## src/rtl/sonar_pkg.sv

```systemverilog
// Shared encodings and frame characters for the sonar serial link,
// used by both the transmit mux and this receiver.
package sonar_pkg;

  typedef enum logic [3:0] {
    RX_INICIAL  = 4'd0,
    RX_INICIO   = 4'd1,
    RX_DADOS    = 4'd2,
    RX_PARIDADE = 4'd3,
    RX_PARADA   = 4'd4
  } rx_state_t;

  typedef enum logic [3:0] {
    FR_A2     = 4'd0,
    FR_A1     = 4'd1,
    FR_A0     = 4'd2,
    FR_VIRG   = 4'd3,
    FR_D2     = 4'd4,
    FR_D1     = 4'd5,
    FR_D0     = 4'd6,
    FR_FIM    = 4'd7,
    FR_RESYNC = 4'd8
  } frame_state_t;

  localparam logic [6:0] ASCII_VIRG = 7'h2C;
  localparam logic [6:0] ASCII_FIM  = 7'h23;
  localparam logic [6:0] ASCII_ZERO = 7'h30;

endpackage

```

## src/rtl/rx_serial_7O1.sv

```systemverilog
// 7O1 UART character receiver: synchronizer, mid-bit sampling, odd parity
// and stop-bit check, with one-cycle result strobes.
module rx_serial_7O1
  import sonar_pkg::*;
#(
  parameter int CLKS_PER_BIT = 434
) (
  input  logic       clock,
  input  logic       reset,
  input  logic       entrada_serial,
  output logic [6:0] dado,
  output logic       char_valido,
  output logic       erro_paridade,
  output logic       erro_parada,
  output logic [3:0] db_estado
);

  localparam int CW   = $clog2(CLKS_PER_BIT);
  localparam int HALF = CLKS_PER_BIT / 2;

  function automatic logic parity_ok(input logic [6:0] d, input logic p);
    return ^{d, p};
  endfunction

  rx_state_t      state;
  logic           sync_p0, sync_p1, line_p2;
  logic [CW-1:0]  cnt;
  logic [2:0]     bit_idx;
  logic [6:0]     shift;
  logic           par_bit;
  logic           half_hit, full_hit;

  assign half_hit  = (cnt == CW'(HALF - 1));
  assign full_hit  = (cnt == CW'(CLKS_PER_BIT - 1));
  assign dado      = shift;
  assign db_estado = state;

  // Synchronizer resets low so a line held low through reset release never
  // looks like a start edge; the line must be seen high first.
  always_ff @(posedge clock or negedge reset) begin
    if (!reset) begin
      sync_p0       <= 1'b0;
      sync_p1       <= 1'b0;
      line_p2       <= 1'b0;
      state         <= RX_INICIAL;
      cnt           <= '0;
      bit_idx       <= '0;
      char_valido   <= 1'b0;
      erro_paridade <= 1'b0;
      erro_parada   <= 1'b0;
    end else begin
      sync_p0       <= entrada_serial;
      sync_p1       <= sync_p0;
      line_p2       <= sync_p1;
      char_valido   <= 1'b0;
      erro_paridade <= 1'b0;
      erro_parada   <= 1'b0;
      case (state)
        RX_INICIAL: begin
          cnt <= '0;
          if (line_p2 && !sync_p1) state <= RX_INICIO;
        end
        RX_INICIO: begin
          if (half_hit) begin
            cnt     <= '0;
            bit_idx <= '0;
            state   <= sync_p1 ? RX_INICIAL : RX_DADOS;
          end else cnt <= cnt + CW'(1);
        end
        RX_DADOS: begin
          if (full_hit) begin
            cnt <= '0;
            if (bit_idx == 3'd6) state <= RX_PARIDADE;
            else bit_idx <= bit_idx + 3'd1;
          end else cnt <= cnt + CW'(1);
        end
        RX_PARIDADE: begin
          if (full_hit) begin
            cnt   <= '0;
            state <= RX_PARADA;
          end else cnt <= cnt + CW'(1);
        end
        RX_PARADA: begin
          if (full_hit) begin
            cnt   <= '0;
            state <= RX_INICIAL;
            if (!sync_p1) erro_parada <= 1'b1;
            else if (!parity_ok(shift, par_bit)) erro_paridade <= 1'b1;
            else char_valido <= 1'b1;
          end else cnt <= cnt + CW'(1);
        end
        default: state <= RX_INICIAL;
      endcase
    end
  end

  // Character payload: data only, no reset needed
  always_ff @(posedge clock) begin
    if (state == RX_DADOS && full_hit) shift <= {sync_p1, shift[6:1]};
    if (state == RX_PARIDADE && full_hit) par_bit <= sync_p1;
  end

endmodule

```

## src/rtl/sonar_frame_rx.sv

```systemverilog
// Sonar frame receiver: parses "ccc,ddd#" characters from the 7O1 line into
// BCD angle/distance with a ready strobe and line/format error strobes.
module sonar_frame_rx
  import sonar_pkg::*;
#(
  parameter int CLKS_PER_BIT = 434
) (
  input  logic        clock,
  input  logic        reset,
  input  logic        entrada_serial,
  output logic [11:0] angulo,
  output logic [11:0] distancia,
  output logic        pronto,
  output logic        erro_paridade,
  output logic        erro_quadro,
  output logic [3:0]  db_estado_rx,
  output logic [3:0]  db_estado_frame
);

  function automatic logic is_digit(input logic [6:0] c);
    return (c >= ASCII_ZERO) && (c <= ASCII_ZERO + 7'd9);
  endfunction

  logic [6:0]   dado;
  logic         rx_char, rx_par, rx_stop;
  logic         fmt_err;
  frame_state_t fr_state;
  logic [23:0]  stage;

  rx_serial_7O1 #(.CLKS_PER_BIT(CLKS_PER_BIT)) u_rx (
    .clock         (clock),
    .reset         (reset),
    .entrada_serial(entrada_serial),
    .dado          (dado),
    .char_valido   (rx_char),
    .erro_paridade (rx_par),
    .erro_parada   (rx_stop),
    .db_estado     (db_estado_rx)
  );

  // Stop errors and format errors can never land in the same cycle:
  // a format error trails its character by one cycle, the next stop sample
  // is a whole character later.
  assign erro_quadro     = fmt_err | rx_stop;
  assign erro_paridade   = rx_par;
  assign db_estado_frame = fr_state;

  always_ff @(posedge clock or negedge reset) begin
    if (!reset) begin
      fr_state  <= FR_A2;
      angulo    <= '0;
      distancia <= '0;
      pronto    <= 1'b0;
      fmt_err   <= 1'b0;
    end else begin
      pronto  <= 1'b0;
      fmt_err <= 1'b0;
      if (rx_char) begin
        case (fr_state)
          FR_A2, FR_A1, FR_A0, FR_D2, FR_D1, FR_D0: begin
            if (is_digit(dado)) begin
              case (fr_state)
                FR_A2:   fr_state <= FR_A1;
                FR_A1:   fr_state <= FR_A0;
                FR_A0:   fr_state <= FR_VIRG;
                FR_D2:   fr_state <= FR_D1;
                FR_D1:   fr_state <= FR_D0;
                default: fr_state <= FR_FIM;
              endcase
            end else begin
              fmt_err  <= 1'b1;
              fr_state <= (dado == ASCII_FIM) ? FR_A2 : FR_RESYNC;
            end
          end
          FR_VIRG: begin
            if (dado == ASCII_VIRG) fr_state <= FR_D2;
            else begin
              fmt_err  <= 1'b1;
              fr_state <= (dado == ASCII_FIM) ? FR_A2 : FR_RESYNC;
            end
          end
          FR_FIM: begin
            if (dado == ASCII_FIM) begin
              angulo    <= stage[23:12];
              distancia <= stage[11:0];
              pronto    <= 1'b1;
              fr_state  <= FR_A2;
            end else begin
              fmt_err  <= 1'b1;
              fr_state <= FR_RESYNC;
            end
          end
          FR_RESYNC: if (dado == ASCII_FIM) fr_state <= FR_A2;
          default:   fr_state <= FR_A2;
        endcase
      end else if ((rx_par || rx_stop) && fr_state != FR_A2 && fr_state != FR_RESYNC) begin
        fr_state <= FR_RESYNC;
      end
    end
  end

  // Staging digits: only ever read after a complete frame has refilled them
  always_ff @(posedge clock) begin
    if (rx_char && is_digit(dado)) begin
      case (fr_state)
        FR_A2:   stage[23:20] <= dado[3:0];
        FR_A1:   stage[19:16] <= dado[3:0];
        FR_A0:   stage[15:12] <= dado[3:0];
        FR_D2:   stage[11:8]  <= dado[3:0];
        FR_D1:   stage[7:4]   <= dado[3:0];
        FR_D0:   stage[3:0]   <= dado[3:0];
        default: ;
      endcase
    end
  end

endmodule

```

## config.mk

```make
export PLATFORM = sky130hd
export DESIGN_NAME = sonar_frame_rx
export DESIGN_NICKNAME = d
export VERILOG_FILES = /design/src/rtl/sonar_pkg.sv /design/src/rtl/rx_serial_7O1.sv /design/src/rtl/sonar_frame_rx.sv
export SDC_FILE = /design/constraint.sdc
export NUM_CORES = 1
export LEC_CHECK = 0
export BUFFER_PORTS_ARGS = -buffer_cell sky130_fd_sc_hd__buf_4
export CORE_MARGIN = 4
export CORE_UTILIZATION = 24
export CTS_CLUSTER_DIAMETER = 150
export CTS_CLUSTER_SIZE = 16
export DETAILED_ROUTE_END_ITERATION = 16
export GPL_ROUTABILITY_DRIVEN = 0
export SLEW_MARGIN = 20
export SYNTH_ARGS = -nofsm -noshare
export SYNTH_HDL_FRONTEND = slang
export SYNTH_SLANG_ARGS = --single-unit
export TNS_END_PERCENT = 100
```

## constraint.sdc

```tcl
create_clock -name clock -period 2.6 [get_ports clock]
set_input_delay 0.26 -clock clock [delete_from_list [all_inputs] [get_ports clock]]
set_output_delay 0.26 -clock clock [all_outputs]
set_load 0.02 [all_outputs]
```

### After elaboration in Yosys (flattened, before gate mapping)

Cells that the tools add are included.

| cells by class | value |
|---|---|
| equal/unequal tests | 26 |
| mux-type cells | 42 |
| bitwise gates (word level) | 1 |
| reductions and logical operators | 28 |
| add/subtract/negate cells | 2 |
| order comparisons | 2 |

Operator list:

| cell | number |
|---|---|
| $mux W4 | 12 |
| $pmux W9 S3 | 1 |
| $eq A4 B3 Y1 const B | 5 |
| $pmux W4 S5 | 1 |
| $mux W1 | 18 |
| $mux W9 | 2 |
| $eq A4 B2 Y1 const B | 4 |
| $pmux W4 S4 | 1 |
| $pmux W3 S5 | 1 |
| $eq A7 B6 Y1 const B | 2 |
| $reduce_and A2 Y1 | 7 |
| $ne A2 B1 Y1 const B | 6 |
| $add A9 B1 Y9 const B | 1 |
| $eq A9 B8 Y1 const B | 1 |
| $eq A9 B9 Y1 const B | 1 |
| $mux W3 | 3 |
| $eq A4 B1 Y1 const B | 2 |
| $logic_not A4 Y1 | 2 |
| $reduce_xor A8 Y1 | 1 |
| $ge A7 B6 Y1 const B | 1 |
| $le A7 B6 Y1 const B | 1 |
| $logic_and A1 B1 Y1 | 7 |
| $pmux W3 S2 | 1 |
| $reduce_and A6 Y1 | 1 |
| 18 further kinds | 19 |

| storage, ports and cells | value |
|---|---|
| register bits | 84 |
| output and inout port bits | 35 |
| word-level logic and storage cells | 123 |
| input port bits | 3 |

### Longest topological paths before layout

| logic depth | value |
|---|---|
| depth after elaboration | 5 |
| mapped depth | 7 |
| gate-level depth less buffers | 6 |

### Hierarchy

Synthesis repeated with hierarchy kept, for this count alone.

| unflattened totals | value |
|---|---|
| cell total of the unflattened synthesis | 265 |
| area total of the unflattened synthesis | 3582.2 sq um |

Modules (own cells, without submodules):

| module | seq. area each (sq um) | area an instance (sq um) | times used | cells each |
|---|---|---|---|---|
| sonar_frame_rx | 1471.4 | 2147.1 | 1 | 131 |
| rx_serial_7O1 | 765.7 | 1435.1 | 1 | 134 |

### Worst setup path after synthesis

OpenSTA, ideal clock, no wires.

| path | value |
|---|---|
| path type | reg2reg |
| start | reg u_rx.shift[2], in the netlist u_rx.dado[2] |
| end | reg stage[10] (enable) |
| required time | 2.223 ns |
| clock period less this slack | 2.243 ns |
| setup slack | 0.357 ns |
| path buffers | 0 |
| cell stages (with the launch flop) | 7 |
| library setup time | 0.377 ns |
| arrival time | 1.866 ns |
| cell sequence | edfxtp_1 inv_1 ha_1 a21bo_2 a31oi_1 o211ai_1 nor4_1 |

| on the way | value |
|---|---|
| cells in the longest elaborated chain, start to end | 4 |
| elaborated cells on any way between the ends | 5 |
| classes of those cells | 2 x order compare; 3 x reduce/logical |

RTL lines:

| item | RTL line | text |
|---|---|---|
| start: declaration | rx_serial_7O1.sv:29 | `logic [6:0] shift;` |
| start signal: assignment | rx_serial_7O1.sv:99 | `if (state == RX_DADOS && full_hit) shift <= {sync_p1, shift[6:1]};` |
| $ge A7 B6 Y1 / $le A7 B6 Y1 (equally long branches) | sonar_frame_rx.sv:21 | `return (c >= ASCII_ZERO) && (c <= ASCII_ZERO + 7'd9);` |
| $logic_and A1 B1 Y1 * | sonar_frame_rx.sv:21 |  |
| $logic_and A1 B1 Y1 * | sonar_frame_rx.sv:104 | `if (rx_char && is_digit(dado)) begin` |
| $reduce_and A2 Y1 (no source line) * | n/a |  |
| end signal: assignment | sonar_frame_rx.sv:109 | `FR_D2: stage[11:8] <= dado[3:0];` |
| end: declaration | sonar_frame_rx.sv:28 | `logic [23:0] stage;` |

Every way passes the cells marked *; elsewhere a longest branch is shown, timed or not.
A chain may end at the register's enable or synchronous reset.

### Worst setup path in the final report

| path | value |
|---|---|
| start | reg u_rx.shift[2], in the netlist u_rx.dado[2] |
| end | reg stage[15] (enable) |

Same word-level chain as after synthesis.

==> summary.txt <==
Global route
  • Largest net degree at the start of global routing: 52
  • GRT Util Overall: 0.0888
  • Vias in the first global route: 2355
  • Total gr overflow: 0
  • Antenna violations before repair: 0
  • First-pass GRT wire length: around 12000 um

Route
  • Drc violations: 0
  • Met2 WL: about 3400 um
  • Uppermost routed layer: met4
  • Final ANT Viol Nets: 0
  • Metal3 WL: 451 um
  • DRT iter0 DRCs: about 100
  • WL/cell: roughly 14 um
  • M1 WL: between 3000 and 4000 um
  • DRT Pass-1 Iters: 4
  • Via count: 2348
  • Vias/cell: about 4.6
  • Detailed-route wire length: ~7200 um

Synthesis
  • Mapped Avg Cell Area: around 13 um^2
  • Synth Register Bits: 83
  • Sequential area share after synthesis: 0.622
  • Ys async rst share: 0.614
  • Yosys cell types: 57
  • Top_reg_cell synth: dfrtp_1
  • Ys Warns: 0
  • Mapped Cells: ~280
  • Synthesized area: ~0.0036 mm^2
  • Mapped Nets: between 200 and 300
  • Post-synth EDFFs: 32

Placement
  • HPWL Detailed: roughly 5100 um
  • Dpl ws: approximately 0.17 ns
  • IO buf count: 36

Die
  • Row cnt: 44
  • Initial Util: 0.247
  • Die Footprint: 0.0170 mm^2
  • Die X: roughly 130 um
  • Die Y: between 100 and 150 um
  • I/O pins: 38
  • Core ar.: 0.0146 mm^2

Power
  • Max IR drop VDD: between 0.0003 and 0.0004 V
  • Sw Pwr: roughly 0.00079 W
  • Register share of total power: 0.460
  • Clock share of power: 0.440
  • Power Total: 0.00318 W
  • Pwr/cell area: roughly 710 mW/mm^2
  • Leakage: ~1.9 nW
  • Switching share of power: 0.249
  • P_int: about 0.0024 W
  • Comb pwr share: 0.100

Timing
  • Minimum clock period: between 2 and 2.5 ns
  • Tightest Pin Transition: roughly 0.65 ns
  • Setup WS post-layout: approximately 0.30 ns
  • Setup TNS: 0 ns
  • Worst clock skew: 0.00396 ns
  • Unrepaired setup endpoints after global routing: no
  • Final Hold Viols: 0
  • Slew margin rel.: 0.565
  • Final Max Slew Viols: 0
  • Crit share post-route: 0.886
  • Final hold slack: approximately 0.029 ns
  • Count of final setup violators: 0
  • Max Clk Rate: about 0.43 GHz

Critical path
  • Reg-to-reg endpoint: stage[15]
  • CP startpoint: u_rx.dado[2]
  • FF-to-FF setup slack: just under 0.3 ns
  • Crit path max fanout: 6
  • Critical path endpoint: stage[15]
  • Crit start category: flop
  • CP required: around 2.6 ns
  • R2R cell count: 5
  • Worst path arrival time: about 2.3 ns
  • Critical R2R Launch: u_rx.dado[2]
  • Crit path kind: reg -> reg
  • CP endpoint kind: flop

Finish
  • Commonest cells after routing, fill and taps aside: dfrtp_1 (51), buf_4 (45), edfxtp_1 (32)
  • Net count, final: about 340
  • Layout area overhead: 24.1%
  • Commonest non-fill, non-tap cell in the layout: dfrtp_1
  • Diode count: 0
  • Layout cells sized above 1: 0.289

Clock tree
  • Worst-path clk slew: 0.06 ns
  • Clk sinks: 83
  • Clk buf depth: 2
  • Clk Latency, worst-skew pair: ~0.34 ns
  • CTS tree: done
  • H-tree depth: 3
  • Num CTS Buffers: 9
  • CTS Root Buffer Type: clkbuf_16

Run
  • Max-cap violation count: 0

Run status
  • Status: finished clean

Min path
  • HP Class: in -> reg
registers in the layout (all words and copies together), names as in the netlist:
register,flops
u_rx.line_p2,1
u_rx.erro_paridade,1
u_rx.par_bit,1
u_rx.bit_idx,3
u_rx.sync_p0,1
u_rx.char_valido,1
u_rx.cnt,9
u_rx.dado,7
fmt_err,1
stage,24
db_estado_frame,4
pronto,1
distancia,12
u_rx.erro_parada,1
u_rx.sync_p1,1
u_rx.db_estado,3
angulo,12
power groups by stage:
stage | registers [W] | clock network, W | logic [W]
after floorplan | 0.00148 | 0 | 0.000240
after detailed placement | 0.00149 | 0 | 0.000320
final | 0.00146 | 0.00140 | 0.000318
after global placement | 0.00149 | 0 | 0.000312
after global routing | 0.00147 | 0.00150 | 0.000364
after CTS | 0.00146 | 0.00144 | 0.000324
logic make-up (layout without fill, tap and decap cells):
| kind of cell | Yosys count | in the layout | synth area share |
|---|---|---|---|
| AOI/OAI and AO/OA | 51 | 51 | 0.102 |
| xor gates and xnor gates | 4 | 4 | 0.00974 |
| adders and majority gates | 9 | 9 | 0.0313 |
| buffers and inverters | 24 | 77 | 0.0275 |
| DFF | 83 | 83 | 0.622 |
| muxes | 26 | 26 | 0.0810 |
| other | 1 | 1 | 0.00104 |
| and+or+nand+nor | 78 | 78 | 0.126 |
metal layers:
| metal | up-vias | GRT usage |
|---|---|---|
| met5 | - | 0 |
| met4 | 0 | 0.0290 |
| met3 | 8 | 0.0321 |
| met2 | 65 | 0.145 |
| met1 | 1165 | 0.110 |
| li1 | 1110 | - |
synthesized netlist by cell type, types with 2 or more instances:
library cell,n,area share
edfxtp_1,32,0.27
dfrtp_1,51,0.35
nor4b_2,2,0.0083
a22oi_2,2,0.0070
a21oi_1,3,0.0042
o31a_1,3,0.0073
nor2_1,15,0.016
o21ai_0,14,0.019
a221o_1,2,0.0056
o22ai_1,2,0.0035
buf_2,4,0.0056
xnor2_1,3,0.0073
or3b_1,3,0.0073
or3_1,2,0.0035
clkbuf_1,3,0.0031
a31oi_1,2,0.0035
mux2_2,25,0.078
o21bai_1,4,0.0083
a22o_1,2,0.0049
o211ai_1,5,0.010
ha_1,9,0.031
nor3_1,7,0.0097
nand2_1,17,0.018
inv_1,15,0.016
and3_1,2,0.0035
nand3_1,6,0.0083
nor3b_1,3,0.0063
and2_1,2,0.0035
nor4_1,4,0.0070
a22oi_1,5,0.010
timing repair:
action | CTS | global route
resized for setup | 0 | 0
buffers inserted | 0 | 3
hold endpoints to repair | 51 | 0
endpoints found under the setup margin | 0 | 4
hold buffers | 1 | 0
per-stage QoR:
step           cell area (um^2)  instances   util
3_5_place_dp               4100        493  0.281
3_3_place_gp               4100        493  0.281
2_1_floorplan              3600        276      -
5_1_grt                    4470        513  0.306
4_1_cts                    4440        510  0.305
6_report                   4470        513  0.306
worst max-delay path, cell delays in order (launching register included):
cell	delay (ns)
edfxtp_1	0.46
buf_4	0.18
nor4b_2	0.37
a221o_1	0.29
o211ai_1	0.18
nor3_1	0.46
worst min-delay path by stage:
| stage | end | depth (start not counted) | from | slack [ns] |
|---|---|---|---|---|
| 4_1_cts | u_rx.sync_p0 | 1 | entrada_serial | 0.02 |
| 5_1_grt | u_rx.sync_p0 | 1 | entrada_serial | 0.02 |
| 3_5_place_dp | angulo[4] | 1 | reset | 0.34 |
| 6_report | u_rx.sync_p0 | 1 | entrada_serial | 0.03 |
| 3_3_place_gp | angulo[6] | 1 | reset | 0.33 |
| 2_1_floorplan | angulo[0] | 0 | reset | -0.04 |
area by class of cell:
class / count / area [um^2]
well taps: 184 / 230
repair buffers: 46 / 348
flip-flops and latches: 83 / 2240
inverters: 15 / 56.3
clock inverters: 7 / 106
multi-input cells: 169 / 1260
fillers: 1454 / 10100
clock buffers: 9 / 225
(Power assumes the default switching activity.)
